File: config.mk
export PLATFORM = sky130hd
export DESIGN_NAME = button_event
export DESIGN_NICKNAME = d
export VERILOG_FILES = /design/src/rtl/button_event.sv
export SDC_FILE = /design/constraint.sdc
export NUM_CORES = 1
export LEC_CHECK = 0
export CAP_MARGIN = 20
export CORE_MARGIN = 5
export CORE_UTILIZATION = 40
export CTS_BUF_LIST = sky130_fd_sc_hd__clkbuf_2
export DETAILED_ROUTE_END_ITERATION = 10
export GPL_ROUTABILITY_DRIVEN = 0
export PLACE_DENSITY_LB_ADDON = 0.12
export SYNTH_ARGS = -nofsm -noshare
export SYNTH_HDL_FRONTEND = slang
export SYNTH_SLANG_ARGS = --single-unit
File: constraint.sdc
create_clock -name clk -period 1.9 [get_ports clk]
set_clock_uncertainty 0.2 [all_clocks]
set_input_delay 0.57 -clock clk [delete_from_list [all_inputs] [get_ports clk]]
set_output_delay 0.57 -clock clk [all_outputs]
set_load 0.02 [all_outputs]
File: src/rtl/button_event.sv
`default_nettype none
// ============================================================================
// button_event : turns a debounced button level into press / release /
//                short-click / auto-repeat pulses plus a held-long level.
// Revision 1.0 : initial release
// ============================================================================
module button_event #(
  parameter int HOLD_CYCLES   = 50000000,
  parameter int REPEAT_CYCLES = 10000000,
  parameter int NBITS         = 26
) (
  input  logic clk,
  input  logic rst_n,
  input  logic clean_i,
  output logic press_o,
  output logic release_o,
  output logic short_click_o,
  output logic repeat_o,
  output logic long_o,
  output logic step_o
);

  localparam logic [NBITS-1:0] C_HOLD_LAST   = NBITS'(HOLD_CYCLES - 1);
  localparam logic [NBITS-1:0] C_REPEAT_LAST = NBITS'(REPEAT_CYCLES - 1);

  typedef enum logic [1:0] {
    S_IDLE   = 2'd0,
    S_HELD   = 2'd1,
    S_REPEAT = 2'd2
  } state_t;

  state_t           state_q;
  logic [NBITS-1:0] count_q;
  logic             prev_q;
  logic             press_q;
  logic             release_q;
  logic             short_q;
  logic             repeat_q;
  logic             long_q;
  logic             step_q;

  // prev resets high so a button held through reset needs a fresh press.
  always_ff @(posedge clk or negedge rst_n) begin
    if (!rst_n) begin
      state_q   <= S_IDLE;
      count_q   <= '0;
      prev_q    <= 1'b1;
      press_q   <= 1'b0;
      release_q <= 1'b0;
      short_q   <= 1'b0;
      repeat_q  <= 1'b0;
      long_q    <= 1'b0;
      step_q    <= 1'b0;
    end else begin
      prev_q    <= clean_i;
      press_q   <= 1'b0;
      release_q <= 1'b0;
      short_q   <= 1'b0;
      repeat_q  <= 1'b0;
      step_q    <= 1'b0;
      case (state_q)
        S_IDLE: begin
          if (clean_i && !prev_q) begin
            press_q <= 1'b1;
            step_q  <= 1'b1;
            count_q <= '0;
            state_q <= S_HELD;
          end
        end
        S_HELD: begin
          if (!clean_i) begin
            release_q <= 1'b1;
            short_q   <= 1'b1;
            count_q   <= '0;
            state_q   <= S_IDLE;
          end else if (count_q == C_HOLD_LAST) begin
            repeat_q <= 1'b1;
            step_q   <= 1'b1;
            long_q   <= 1'b1;
            count_q  <= '0;
            state_q  <= S_REPEAT;
          end else begin
            count_q <= count_q + 1'b1;
          end
        end
        S_REPEAT: begin
          // A release on the terminal-count edge suppresses that repeat.
          if (!clean_i) begin
            release_q <= 1'b1;
            long_q    <= 1'b0;
            count_q   <= '0;
            state_q   <= S_IDLE;
          end else if (count_q == C_REPEAT_LAST) begin
            repeat_q <= 1'b1;
            step_q   <= 1'b1;
            count_q  <= '0;
          end else begin
            count_q <= count_q + 1'b1;
          end
        end
        default: begin
          count_q <= '0;
          long_q  <= 1'b0;
          state_q <= S_IDLE;
        end
      endcase
    end
  end

  assign press_o       = press_q;
  assign release_o     = release_q;
  assign short_click_o = short_q;
  assign repeat_o      = repeat_q;
  assign long_o        = long_q;
  assign step_o        = step_q;

endmodule
`default_nettype wire

# [Word-level counts from Yosys, hierarchy flattened]
# Cells that the tools add are included.
[word_totals] ff_bits=35 elab_cells=52 in_bits=3 out_inout_bits=6
[classes] n_addsub=1 bitwise_logic=1 mux=26 n_reduce_logical=6 eq_ne=9
[ops] op="two-way mux 26 bit" count=5
[ops] op="case mux 26 bit (3 select lines)" count=1
[ops] op="adder 26 x 1 -> 26 bit (second input constant)" count=1
[ops] op="== test 26 x 24 -> 1 bit (second input constant)" count=1
[ops] op="== test 26 bit (second input constant)" count=1
[ops] op="two-way mux 1 bit" count=12
[ops] op="two-way mux 2 bit" count=4
[ops] op="!= test 2 bit (second input constant)" count=4
[ops] op="case mux 1 bit (3 select lines)" count=2
[ops] op="case mux 2 bit (3 select lines)" count=1
[ops] op="AND reduction 4 bit" count=1
[ops] op="!= test 3 bit (second input constant)" count=1
[ops] op="AND reduction 3 bit" count=1
[ops] op="== test 2 x 1 -> 1 bit (second input constant)" count=1
[ops] op="== test 2 bit (second input constant)" count=1
[ops] op="logical NOT 2 bit" count=1
[ops] op="case mux 1 bit (2 select lines)" count=1
[ops] op="OR reduction 2 bit" count=1
[ops] op="logical AND 1 bit" count=1
[ops] op="logical NOT 1 bit" count=1
[ops] op="inverter 1 bit" count=1

# [Longest topological paths before layout]
[logic_depth] ltp_word=4 mapped_depth=9

# [Worst setup path before layout]
# OpenSTA, ideal clock, no wires.
[synth_timing] path_kind="register -> register" from="reg state_q[0]" to="reg count_q[25]" synth_period_minus_slack_ns=2.013 required_ns=1.622 path_stages_with_launch=9 slack_ns=-0.113 arrival_time_ns=1.736 path_cell_list="dfrtp_1 inv_1 ha_1 inv_1 o2111ai_2 or2_1 buf_6 or3_1 a21oi_1"
[synth_via] elab_chain_cells=2 word_cells_on_any_way=5
[synth_rtl] item="start, declared" line_no="32" rtl="state_t state_q;"
[synth_rtl] item="start signal, assigned" line_no="45" rtl="state_q <= S_IDLE;"
[synth_rtl] item="start signal, assigned" line_no="67" rtl="state_q <= S_HELD;"
[synth_rtl] item="start signal, assigned" line_no="75" rtl="state_q <= S_IDLE;"
[synth_rtl] item="== test 2 bit, or another cell as far along" line_no="61" rtl="case (state_q)"
[synth_rtl] item="case mux 26 bit (3 select lines) or != test 2 bit (tied branches)"
[synth_rtl] item="end signal, assigned" line_no="83" rtl="count_q <= count_q + 1'b1;"
[synth_rtl] item="end signal, assigned" line_no="98" rtl="count_q <= count_q + 1'b1;"
[synth_rtl] item="end, declared" line_no="33" rtl="logic [NBITS-1:0] count_q;"
# Several ways; a longest one is shown, not always the timed one.
# A chain may end at the register's enable or synchronous reset.

# [Worst setup path after layout]
[layout_timing] from="in clean_i" to="reg count_q[21]"
[layout_via] elab_chain_cells=2 word_cells_on_any_way=5
[layout_rtl] item="start, declared" line_no="14" rtl="input logic clean_i,"
[layout_rtl] item="two-way mux 26 bit, or another cell as far along" line_no="88" rtl="if (!clean_i) begin"
[layout_rtl] item="case mux 26 bit (3 select lines) or != test 2 bit (tied branches)"
# Several ways; a longest one is shown, not always the timed one.

==> metrics.cfg <==
[status]
outcome=finished, violations left
failed_checks=negative setup slack

[global_routing]
grt_usage_pct=15.68
grt_max_degree=36
first_global_vias=1664
grt_antenna_before_repair=0
global_route.overflow_total=0
grt_first_pass_wirelength_um=7583

[timing]
grt_setup_unrepaired=yes
holdWs_ps=326.2
max_freq_ghz=0.5114
period_share_pct=102.9
slew_headroom_pct=71.02
tightest_slew_ps=434.3
worst_slack_ps=-55.25
setup_violations=13
finalHoldViolCount=0
drv_slew=0
final_period_minus_worst_setup_slack_ps=1955

[detailed_routing]
detail_route.wirelength_um=4485
post-route-drc-count=0
routed_wire_length_per_instance_um=14.75
vias_cell=5.398
detail-route-antenna-nets=0
firstDrtPassIters=4
detailed_route_iter0_violations=63
dr_total_vias=1641

[cells_and_area]
finalCoreUtilization_pct=52.19
drive_gt1_share_pct=27.60
antenna-diode-count=0
post_layout_nonfiller_instances=304
nNetsFinal=257
post_route_cell_area_sq_um=2449
area_grow_syn2layout_pct=28.33

[setup_path]
critPathMaxStageDelay_ps=470
critical_path_arrival_ps=2070
crit_buf_inv=1
timing.critical_path.depth=6
crit_path_end_kind=flop
worst_path_top_cell_family_by_delay=simple AND/OR/NAND/NOR gates
cp_max_fo=6
cp_slowest_cell=sky130_fd_sc_hd__clkdlybuf4s50_1
required_ps=2010
cp-start-kind=input port
timing_worst_setup_path_type=in -> reg
r2r.worst_path.cells=6
critical_path.cell_chain=clkdlybuf4s50_1 -> and2b_4 -> o2111ai_2 -> or2_4 -> or3_1 -> a21oi_1

[synthesis]
synthesis.nets=207
synth.top_cell.area_share_pct=44.59
yosysTopAreaCell=sky130_fd_sc_hd__dfrtp_1
synth-seq-cells=35
synthCells=199
yosys_warnings=0
synth.cell_area_sq_um=1908
post_synth_main_area_contributors=sky130_fd_sc_hd__dfrtp_1, sky130_fd_sc_hd__nor2_1, sky130_fd_sc_hd__xor2_1
syn_area_per_cell_sq_um=9.588
seq_area_frac_synth_pct=45.97
post_synth_num_cell_types=44

[place]
placed_cells_incl_taps=295
postPlaceCellArea_sq_um=2344
port-buffer-count=8
place_ws_ps=-543.0
hpwlAfterDp_um=3349

[cts]
worstSkewPairLatency_ps=390
clock-root-buffer=sky130_fd_sc_hd__clkbuf_2
cts_tree=built
cts_buffer_depth=2
cts.sinks=35
cts_htree_levels=2
cts-buffers-inserted=5
clk_transition_reported_paths_ps=170

[floorplanning]
initial_core_util_pct=40.67
pin_count=9
die_h_um=79.07
floorplan.die_area_sq_um=6251
fp.dieW_um=79.07
core.rowCount=25
core-area_sq_um=4692

[job]
cap_viol_max_count=0

[worst_hold_path]
worstHoldPathType=in -> async

[power]
power_leakage_nw=1.113
vdd_ir_drop_max_uv=265.3
power_per_cell_area_nw_per_um2=655.8

==> placed cells by master, fill, tap and decap left out, types with 2 or more instances in the layout <==
master                            netlist  layout
sky130_fd_sc_hd__and3_1                 6       6
sky130_fd_sc_hd__o211a_1                2       2
sky130_fd_sc_hd__nor3_1                 7       7
sky130_fd_sc_hd__nor4_4                 0       2
sky130_fd_sc_hd__nand2b_1               2       2
sky130_fd_sc_hd__xor2_1                11      11
sky130_fd_sc_hd__clkbuf_2               0       7
sky130_fd_sc_hd__clkdlybuf4s50_1        0       2
sky130_fd_sc_hd__inv_1                  9       8
sky130_fd_sc_hd__clkdlybuf4s15_1        0       5
sky130_fd_sc_hd__a31oi_1                2       2
sky130_fd_sc_hd__a21oi_1                8       6
sky130_fd_sc_hd__and4_4                 0       2
sky130_fd_sc_hd__nand4_1                2       2
sky130_fd_sc_hd__buf_4                  0      37
sky130_fd_sc_hd__or2_4                  0       2
sky130_fd_sc_hd__nor2_1                27      27
sky130_fd_sc_hd__and2_1                 4       4
sky130_fd_sc_hd__dfrtp_2                0       2
sky130_fd_sc_hd__buf_12                 0       2
sky130_fd_sc_hd__clkinv_1               0       2
sky130_fd_sc_hd__nand3_1                9       9
sky130_fd_sc_hd__xnor2_1                9       9
sky130_fd_sc_hd__nand4b_1               2       2
sky130_fd_sc_hd__nand2_1               17      17
sky130_fd_sc_hd__dfrtp_1               34      32
sky130_fd_sc_hd__ha_1                   5       3
sky130_fd_sc_hd__or3_1                  3       3
sky130_fd_sc_hd__ha_2                   0       2
sky130_fd_sc_hd__a21oi_2                0       2
sky130_fd_sc_hd__o21ai_0                5       5
sky130_fd_sc_hd__and4_1                 8       6
==> what timing repair did <==
action | CTS | global route
setup buffers | 1 | 0
setup endpoints to repair | 30 | 36
gates resized for setup | 15 | 13
pin swaps | 4 | 1
hold buffers | 0 | 0
==> report_power, final <==
part | total (W) | internal, W | switching (W) | leakage, nW
logic | 0.000485 | 0.000220 | 0.000265 | 0.607
clock network | 0.000332 | 0.0000884 | 0.000244 | 0.0281
registers | 0.000789 | 0.000777 | 0.0000115 | 0.478
total | 0.00161 | 0.00109 | 0.000520 | 1.11
==> synthesized netlist by cell type (all sizes together) <==
cell type	instances
and2	5
dfstp	1
nor4	3
nor4bb	2
and4b	1
and2b	2
o311ai	1
o21ai	5
o2111ai	2
buf	3
xnor2	9
inv	9
a31oi	2
a32o	1
nor2	27
dfrtp	34
and4	8
nand2b	2
or3	3
nand4	2
a21oi	8
nand3	10
o211a	2
nor4b	1
nand4b	2
nor3b	1
xor2	11
nand2	17
ha	5
clkbuf	1
or2	2
and3	6
a211o	1
o32ai	1
nor3	8
a21boi	1
==> routing by layer <==
metal	track usage (%)	part of all wire, %
met1	19.01	46
met2	26.77	48
met3	2.948	4.1
met4	7.388	2.1
met5	0	0
==> state kept, by name, summed over array words and instances, names as in the netlist <==
signal / flops
repeat_o: 1
count_q: 26
short_click_o: 1
long_o: 1
step_o: 1
press_o: 1
prev_q: 1
state_q: 2
release_o: 1
==> cell families after synthesis <==
logic type / share of synthesized area, %
AND/OR/NAND/NOR: 29.84
flip-flops: 45.97
AO/OA/AOI/OAI: 8.656
XOR/XNOR: 9.180
buffers and inverters: 3.082
adder cells (fa/ha/maj): 3.279
==> area by class of cell <==
class                   count  area, sq um
clock inverters             2        7.507
fillers                   437         2243
repair buffers             47        392.9
multi-input cells         151         1037
flip-flops and latches     35        879.6
clock buffers               6        30.03
well taps                  54        67.56
inverters                   9        33.78
==> metrics by stage <==
stage	total power, W	TNS (ps)
5_1_grt	0.001707	-2532
3_5_place_dp	0.001300	-12440
6_report	0.001606	-175.0
3_3_place_gp	0.001294	-12350
2_1_floorplan	0.001044	-646.6
4_1_cts	0.001625	-871.8
==> final timing paths <==
| kind | from | to | slack (ps) |
|---|---|---|---|
| worst min register to register | count_q[5] | count_q[5] | 380 |
| min in group clk | count_q[5] | count_q[5] | 380 |
| max in group asynchronous | rst_n | prev_q | 930 |
| worst max-delay path | clean_i | count_q[21] | -60 |
| worst max register to register | count_q[17] | count_q[25] | -10 |
| worst min-delay path | rst_n | short_click_o | 330 |
Power figures use the tool's default switching activity.
